===== config.mk =====
export PLATFORM = sky130hd
export DESIGN_NAME = pipe_ctrl
export DESIGN_NICKNAME = d
export VERILOG_FILES = /design/src/rtl/pipe_ctrl.sv
export SDC_FILE = /design/constraint.sdc
export NUM_CORES = 1
export LEC_CHECK = 0
export CORE_AREA = 2 2 82 84
export CTS_CLUSTER_SIZE = 14
export DETAILED_ROUTE_END_ITERATION = 6
export DIE_AREA = 0 0 84 86
export PLACE_DENSITY = 0.87
export SETUP_SLACK_MARGIN = 0.4
export SYNTH_ARGS = -nofsm -noshare
export SYNTH_HDL_FRONTEND = slang
export SYNTH_SLANG_ARGS = --single-unit

===== constraint.sdc =====
create_clock -name clk -period 1.64 [get_ports clk]
set_input_delay 0.328 -clock clk [delete_from_list [all_inputs] [get_ports clk]]
set_output_delay 0.328 -clock clk [all_outputs]
set_load 0.01 [all_outputs]

===== src/rtl/pipe_ctrl.sv =====
// Pipeline control: merges stall requests into a prefix stall bus, sequences
// flushes with optional refill hold and watchdog. Optional perf counters: PIPE_CTRL_PERF_EN.
module pipe_ctrl #(
    parameter int unsigned         STAGES        = 6,
    parameter int unsigned         NREQ          = 2,
    parameter logic [8*NREQ-1:0]   REQ_STAGE_MAP = {8'd3, 8'd2},
    parameter int unsigned         REFILL_CYCLES = 0,
    parameter int unsigned         TIMEOUT       = 1024
) (
    input  logic              clk,
    input  logic              rst,
    input  logic [NREQ-1:0]   stallreq,
    input  logic              flush_req,
    input  logic [31:0]       flush_pc,
    output logic [STAGES-1:0] stall,
    output logic              flush,
    output logic [31:0]       new_pc,
    output logic              stall_timeout,
    output logic [31:0]       perf_stall_cycles,
    output logic [31:0]       perf_flush_count
);

    localparam int unsigned WD_W = $clog2(TIMEOUT + 1);
    localparam int unsigned RF_W = (REFILL_CYCLES > 1) ? $clog2(REFILL_CYCLES) : 1;

    typedef enum logic [1:0] {
        S_RUN,
        S_FLUSH,
        S_REFILL
    } state_t;

    state_t            state, state_nxt;
    logic [RF_W-1:0]   rf_cnt, rf_nxt;
    logic [WD_W-1:0]   wd_cnt;
    logic [STAGES-1:0] req_stall;
    logic [7:0]        field;
    logic              wd_inc;

    // Source i stalls every stage up to and including its mapped stage.
    always_comb begin
        req_stall = '0;
        field     = '0;
        for (int unsigned i = 0; i < NREQ; i++) begin
            field = REQ_STAGE_MAP[8*i +: 8];
            if (stallreq[i]) begin
                for (int unsigned k = 0; k < STAGES; k++) begin
                    if (k <= 32'(field)) req_stall[k] = 1'b1;
                end
            end
        end
    end

    always_comb begin
        stall = '0;
        if (rst) begin
            case (state)
                S_RUN:    stall = req_stall;
                S_REFILL: begin
                    stall    = req_stall;
                    stall[0] = 1'b1;
                end
                default:  stall = '0;
            endcase
        end
    end

    always_comb begin
        state_nxt = state;
        rf_nxt    = rf_cnt;
        case (state)
            S_RUN: begin
                if (flush_req) state_nxt = S_FLUSH;
            end
            S_FLUSH: begin
                if (flush_req) begin
                    state_nxt = S_FLUSH;
                end else if (REFILL_CYCLES > 0) begin
                    state_nxt = S_REFILL;
                    rf_nxt    = RF_W'(REFILL_CYCLES - 1);
                end else begin
                    state_nxt = S_RUN;
                end
            end
            S_REFILL: begin
                if (flush_req) begin
                    state_nxt = S_FLUSH;
                end else if (rf_cnt == '0) begin
                    state_nxt = S_RUN;
                end else begin
                    rf_nxt = rf_cnt - 1'b1;
                end
            end
            default: state_nxt = S_RUN;
        endcase
    end

    always_ff @(posedge clk) begin
        if (!rst) begin
            state  <= S_RUN;
            rf_cnt <= '0;
            new_pc <= '0;
        end else begin
            state  <= state_nxt;
            rf_cnt <= rf_nxt;
            if (flush_req) new_pc <= flush_pc;
        end
    end

    assign flush  = (state == S_FLUSH);
    assign wd_inc = (req_stall != '0) && (state != S_FLUSH);

    // Flag is set on the same edge the counter lands on TIMEOUT.
    always_ff @(posedge clk) begin
        if (!rst) begin
            wd_cnt        <= '0;
            stall_timeout <= 1'b0;
        end else begin
            if (!wd_inc) begin
                wd_cnt <= '0;
            end else if (wd_cnt != WD_W'(TIMEOUT)) begin
                wd_cnt <= wd_cnt + 1'b1;
            end
            if (wd_inc && (wd_cnt == WD_W'(TIMEOUT - 1))) stall_timeout <= 1'b1;
        end
    end

`ifdef PIPE_CTRL_PERF_EN
    logic [31:0] psc_q, pfc_q;

    always_ff @(posedge clk) begin
        if (!rst) begin
            psc_q <= '0;
            pfc_q <= '0;
        end else begin
            if ((stall != '0) && (psc_q != '1)) psc_q <= psc_q + 1'b1;
            if (flush && (pfc_q != '1))         pfc_q <= pfc_q + 1'b1;
        end
    end

    assign perf_stall_cycles = psc_q;
    assign perf_flush_count  = pfc_q;
`else
    assign perf_stall_cycles = '0;
    assign perf_flush_count  = '0;
`endif

endmodule

==> out/summary.txt, run 1 <==
======================================================================================
Type of element capturing the critical path                               primary output
Share of post-route cells with drive strength above 1                            0.251
Mapped cell area                                                            2340 sq um
Post-route ant nets                                                                  0
Clk_skew                                                                       9.57 ps
Number of hold-slack violations in the final timing report                           0
Bufs and invs on worst path                                                          2
Class of the tightest hold or removal check                                    reg2reg
Post-cts hold buffer count                                                           0
Clock-pin slew on the worst setup and hold paths                                 90 ps
Placement-stage worst setup slack                                              -456 ps
Initial DRC Count                                                                   19
Vias in the first global route                                                    1640
Crit Path Max Fanout                                                                 3
Routability congestion estimate from global placement                            0.691
GRT Residual Overflow                                                                0
CTS buffer count                                                                     5
Cell leakage power                                                             1.45 nW
Source-to-sink clock delay at the later pin of the worst-skew pair              290 ps
Horizontal extent of the die                                                     84 um
Unrepaired setup endpoints after global routing                                    yes
Largest incremental delay on the critical path                                  320 ps
Maximum clock frequency                                                      0.701 GHz
Average wire per standard cell                                                 11.6 um
Final wirelength                                                               4750 um
Vias after detailed routing                                                       1744
Global-route wire length before repair                                         7530 um
Leading register cell type out of synthesis                               sky130_fd_sc_hd__dfxtp_1
Worst voltage drop across the vdd grid                                        0.351 mV
Layout Nets                                                                        369
Run status                                                                complete, no violations
Drt first pass iters                                                                 4
Global routing usage summed across all routing layers                            0.128
Yosys warnings                                                                       0
DR DRC count                                                                         0
Die Area                                                                    7220 sq um
Total of flip-flops plus latches after synthesis                                    45
Setup TNS                                                                         0 ps
Clock sinks                                                                         45
Number of flops mapped to enable cells by yosys                                      0
Final cycle utilization of the critical path                                     0.870
Fraction of the yosys area taken by sequential cells                             0.385
Count of fill cells added during filler insertion                                  599
Total number of placement rows                                                      29
Area delta synth->final                                                          37.2%
Number of placed cells counting well taps                                          388
Library cell contributing the largest single delay on the critical path   sky130_fd_sc_hd__dfxtp_2
H-tree Lvls                                                                          2
TritonCTS clock tree                                                               yes
Setup slack of the critical path after layout                                   214 ps
Worst setup path class                                                         reg2out
Number of standard cells after synthesis                                           244
Number of top-level design ports                                                   141
Design Power                                                                 0.00226 W
Synth cell types                                                                    34
Core Area                                                                   6280 sq um
Initial Util                                                                     0.373
Max-slew violation count                                                             0
Number of I/O port buffers                                                          74
Post-synth ARST share                                                                0
Arrival time of data at the critical path endpoint                             1100 ps
Sort of element at the start of the critical path                            flip-flop
Final worst path period need                                                   1430 ps
PwrDens                                                                    704 nW/um^2
Initial antenna violation count                                                      0
Max-Cap Viols                                                                        0
Required time of the critical path                                             1310 ps
HPWL after detailed placement                                                  3390 um
Non-filler cells, final                                                            408
Via density                                                                       4.27
Sequential cell area                                                         935 sq um
Buffer levels on the longest clock path                                              2
Post-Syn Area per Cell                                                      9.60 sq um
Maximum number of pins on one net before global-route repair                        35
Number of setup violations in the final report                                       0
Diodes inserted                                                                      0
Die Y                                                                            86 um
Cell at the root of the clock tree                                        sky130_fd_sc_hd__clkbuf_8
Footprint of the multi-input gates                                          1260 sq um
Crit-path leading delay family                                              flip-flops
Critical-path cell list                                                   nor2b_1 -> buf_4 -> and2_4 -> buf_6
======================================================================================
-- state kept, by name (all words and copies together) (netlist names) --
signal,cells
new_pc,32
stall_timeout,1
state,1
wd_cnt,11
-- path summary, 6_finish.rpt --
kind,start,end,slack [ps],cells past startpoint
setup / recovery,state[0],stall[3],210,4
hold reg to reg,stall_timeout,stall_timeout,470,2
setup reg to reg,wd_cnt[1],wd_cnt[10],330,4
hold / removal,stall_timeout,stall_timeout,470,2
-- kinds of logic (layout without fill, tap and decap cells) --
| family | after synthesis | after routing | share of synthesized area |
|---|---|---|---|
| and+or+nand+nor | 63 | 63 | 0.168 |
| xor gates and xnor gates | 2 | 2 | 0.00748 |
| adders and majority gates | 2 | 2 | 0.0107 |
| buffers and inverters | 84 | 106 | 0.247 |
| muxes | 35 | 35 | 0.150 |
| DFF | 45 | 45 | 0.385 |
| AOI/OAI and AO/OA | 12 | 12 | 0.0310 |
| other | 1 | 66 | 0.00160 |
-- worst min-delay path: cells and delay by family, from the launching register on --
kind / cells / cell delay [ps]
DFF: 1 / 320
and+or+nand+nor: 1 / 70
AOI/OAI and AO/OA: 1 / 50
-- layer usage --
layer	global-route usage	up-vias	routed length, um
met3	0.0510	4	331
met2	0.227	78	2550
li1	-	844	-
met4	0.0616	0	35
met5	0	-	0
met1	0.133	818	1830
-- report_power, final --
part           switching [W]  leakage, nW  internal [W]
logic               0.000219         1.03      0.000221
clock network       0.000363       0.0450      0.000296
registers          0.0000290        0.377       0.00113
total               0.000611         1.45       0.00165
-- timing repair --
item | in CTS | in global routing
cloned | 0 | 0
endpoints found under the setup margin | 48 | 47
setup buffers | 6 | 6
resized for setup | 88 | 69
pin swaps | 6 | 11
-- placed cells by master, fill, tap and decap left out, types with 2 or more instances in the layout --
cell / n
sky130_fd_sc_hd__dlygate4sd2_1: 3
sky130_fd_sc_hd__mux2i_1: 35
sky130_fd_sc_hd__dfxtp_1: 34
sky130_fd_sc_hd__clkbuf_2: 21
sky130_fd_sc_hd__nor4_4: 2
sky130_fd_sc_hd__o21ai_0: 4
sky130_fd_sc_hd__dfxtp_2: 3
sky130_fd_sc_hd__or3_1: 3
sky130_fd_sc_hd__clkbuf_8: 5
sky130_fd_sc_hd__clkinv_2: 2
sky130_fd_sc_hd__buf_4: 10
sky130_fd_sc_hd__ha_4: 2
sky130_fd_sc_hd__a21oi_1: 2
sky130_fd_sc_hd__clkdlybuf4s15_1: 13
sky130_fd_sc_hd__nand2_1: 2
sky130_fd_sc_hd__clkdlybuf4s50_1: 32
sky130_fd_sc_hd__nor2b_1: 33
sky130_fd_sc_hd__nand3_1: 7
sky130_fd_sc_hd__buf_6: 11
sky130_fd_sc_hd__dfxtp_4: 8
sky130_fd_sc_hd__a211oi_2: 2
sky130_fd_sc_hd__inv_1: 3
sky130_fd_sc_hd__conb_1: 66
-- synth_stat cells (2+ instances only) --
cell | n | share of area
sky130_fd_sc_hd__and2_1 | 2 | 0.0053
sky130_fd_sc_hd__ha_1 | 2 | 0.011
sky130_fd_sc_hd__buf_2 | 4 | 0.0085
sky130_fd_sc_hd__or3_1 | 4 | 0.011
sky130_fd_sc_hd__nor2b_1 | 33 | 0.088
sky130_fd_sc_hd__mux2i_1 | 35 | 0.15
sky130_fd_sc_hd__dfxtp_1 | 45 | 0.38
sky130_fd_sc_hd__nand2_1 | 3 | 0.0048
sky130_fd_sc_hd__inv_1 | 6 | 0.0096
sky130_fd_sc_hd__buf_4 | 69 | 0.22
sky130_fd_sc_hd__clkbuf_1 | 5 | 0.0080
sky130_fd_sc_hd__a211oi_1 | 2 | 0.0064
sky130_fd_sc_hd__a21oi_1 | 2 | 0.0043
sky130_fd_sc_hd__o21ai_0 | 4 | 0.0085
sky130_fd_sc_hd__nand3_1 | 8 | 0.017
sky130_fd_sc_hd__nor4_1 | 2 | 0.0053
-- final cells by class --
type | count | share of cell area
Inverter | 6 | 0.00935
Multi-Input combinational cell | 180 | 0.393
Sequential cell | 45 | 0.291
Clock inverter | 2 | 0.00312
Timing Repair Buffer | 92 | 0.251
Tap cell | 77 | 0.0300
Clock buffer | 6 | 0.0226
-- through the flow --
step	instance area, sq um	hold slack, ps	utilization
6_report	3210	469	0.512
5_1_grt	3210	489	0.512
4_1_cts	3130	480	0.499
3_5_place_dp	2970	454	0.474
3_3_place_gp	2970	444	0.474
2_1_floorplan	2660	453	-
Power figures use the tool's default switching activity.
==> run 2: changes to the inputs <==
CELL_PAD_IN_SITES_DETAIL_PLACEMENT = 0   (was unset)
CELL_PAD_IN_SITES_GLOBAL_PLACEMENT = 1   (was unset)
CORE_AREA = 2 2 98 100   (was 2 2 82 84)
DIE_AREA = 0 0 100 102   (was 0 0 84 86)
HOLD_SLACK_MARGIN = 0.1   (was unset)
PLACE_DENSITY = 0.85   (was 0.87)
==> run 2 against run 1 <==
Maximum frequency is 0.62% lower; register-to-register slack hardly changed; first-iteration DRC count decreased by 21%; clock-buffer cell count stayed put; cell count increased by 7.4%; combinational power fell by 3%; utilization is 16 points lower; non-clock buffer count decreased by 4; worst hold slack got worse by 13 ps; critical endpoint unchanged; largest power group unchanged.
==> out/summary.txt, run 2 (same netlist as run 1, synthesis figures left out) <==
======================================================================================
Run status                                                                complete, no violations
Layout Nets                                                                        365
Highest-count cells in the layout ignoring fill and taps                  sky130_fd_sc_hd__conb_1 (66), sky130_fd_sc_hd__mux2i_1 (35), sky130_fd_sc_hd__dfxtp_1 (34)
Final cycle utilization of the critical path                                     0.875
Cell leakage power                                                             1.43 nW
Final core utilization                                                           0.352
Crit-path leading delay family                                              flip-flops
Die Area                                                                   10200 sq um
Vias in the first global route                                                    1451
Initial DRC Count                                                                   15
CTS buffer count                                                                     5
Class of the tightest hold or removal check                                    reg2reg
Share of post-route cells with drive strength above 1                            0.263
Startpoint of the lowest-slack register-to-register path                     wd_cnt[7]
Number of setup violations in the final report                                       0
H-tree Lvls                                                                          2
Clk_skew                                                                       2.32 ps
Buffer levels on the longest clock path                                              2
Post-cts hold buffer count                                                           0
Setup slack of the critical path after layout                                   205 ps
Average wire per standard cell                                                 10.9 um
Number of hold-slack violations in the final timing report                           0
Horizontal extent of the die                                                    100 um
Diodes inserted                                                                      0
Source-to-sink clock delay at the later pin of the worst-skew pair              300 ps
Clock sinks                                                                         45
Required time of the critical path                                             1310 ps
Placement-stage worst setup slack                                              -509 ps
Final wirelength                                                               4760 um
Maximum clock frequency                                                      0.697 GHz
Area delta synth->final                                                          37.0%
Max-slew violation count                                                             0
Final worst path period need                                                   1440 ps
Cell at the root of the clock tree                                        sky130_fd_sc_hd__clkbuf_8
Vias after detailed routing                                                       1687
Type of element capturing the critical path                               primary output
Routability congestion estimate from global placement                            0.704
Number of I/O port buffers                                                          74
Unrepaired setup endpoints after global routing                                    yes
Clock-pin slew on the worst setup and hold paths                                 90 ps
Crit Path Max Fanout                                                                 3
Initial antenna violation count                                                      0
Global routing usage summed across all routing layers                           0.0851
Global-route wire length before repair                                         6870 um
Library cell contributing the largest single delay on the critical path   sky130_fd_sc_hd__dfxtp_2
DR DRC count                                                                         0
GRT Residual Overflow                                                                0
Number of flip-flops in the largest register                                        32
Total non-filler cell area in the finished layout                           3210 sq um
Worst voltage drop across the vdd grid                                        0.290 mV
Count of fill cells added during filler insertion                                  941
Post-route ant nets                                                                  0
Number of top-level design ports                                                   141
Register with the most flip-flops                                               new_pc
Registers with the most flip-flops                                        new_pc (32), wd_cnt (11)
Bufs and invs on worst path                                                          2
Critical Path Start                                                           state[0]
Critical hold path startpoint                                             stall_timeout
PwrDens                                                                    767 nW/um^2
Maximum number of pins on one net before global-route repair                        35
Arrival time of data at the critical path endpoint                             1110 ps
Core Area                                                                   9110 sq um
Drt first pass iters                                                                 3
Largest incremental delay on the critical path                                  340 ps
Max-Cap Viols                                                                        0
Design Power                                                                 0.00246 W
TritonCTS clock tree                                                               yes
Via density                                                                       3.85
Initial Util                                                                     0.257
Die Y                                                                           102 um
Leading cell type in the layout, fill and taps excluded                   sky130_fd_sc_hd__conb_1
Post-DP Area                                                                3010 sq um
Total number of placement rows                                                      35
HPWL after detailed placement                                                  3270 um
Sort of element at the start of the critical path                            flip-flop
Setup TNS                                                                         0 ps
Critical-path cell list                                                   nor2b_4 -> buf_6 -> and2_4 -> buf_6
Worst setup path class                                                         reg2out
Most repeated library cell on the critical path                           sky130_fd_sc_hd__buf_6
======================================================================================
run 2: cell types whose count changed in the layout (fill, tap and decap cells not counted), sizes merged:
cell           change
clkbuf             +1
bufinv             +1
clkinvlp           +1
dlygate4sd2        +1
clkinv             -2
buf                -2
clkdlybuf4s15      -4
run 2: metrics by stage:
step                      cells  hold slack (ps)
after floorplan             309              453
after global placement      421              441
after detailed placement    421              460
after CTS                   435              473
after global routing        438              490
final                       438              456
run 2: power by group:
part	switching [W]	leakage [nW]	internal [W]	total [W]
Clock	0.000378	0.0574	0.000496	0.000873
Combinational	0.000215	0.996	0.000210	0.000425
Sequential	0.0000297	0.377	0.00113	0.00116
Total	0.000623	1.43	0.00184	0.00246
run 2: worst paths after layout:
kind	end	slack, ps	depth (start not counted)
min	stall_timeout	460	2
max	stall[3]	200	4
min reg2reg	stall_timeout	460	2
max reg2reg	wd_cnt[10]	340	3
run 2: worst register-to-register path: cells and delay by family (launching register included):
family           cells  cell delay [ps]
and+or+nand+nor      2              670
DFF                  1              400
muxes                1              130
run 2: per-layer routing:
layer,global-route usage,wire length [um]
met1,0.0950,1900
met2,0.152,2400
met3,0.0205,376
met4,0.0432,82
met5,0,0
run 2: area by class of cell:
class	instances	area [sq um]	area share
clock buffer	6	82.6	0.0257
clock inverter	2	37.5	0.0117
inverter	6	27.5	0.00858
multi-input combinational	180	1250	0.388
sequential	45	932	0.290
tap	111	139	0.0433
timing repair buffer	88	744	0.232
run 2: timing repair:
item	CTS	global route
buffers inserted	6	3
pin swaps	10	7
gates resized for setup	102	54
setup endpoints to repair	50	46
==> run 3: changes to the inputs <==
CTS_CLUSTER_SIZE = unset   (was 14)
==> results of run 3 <==
Same layout as run 2: the final DEF is identical, and so are final timing and power.
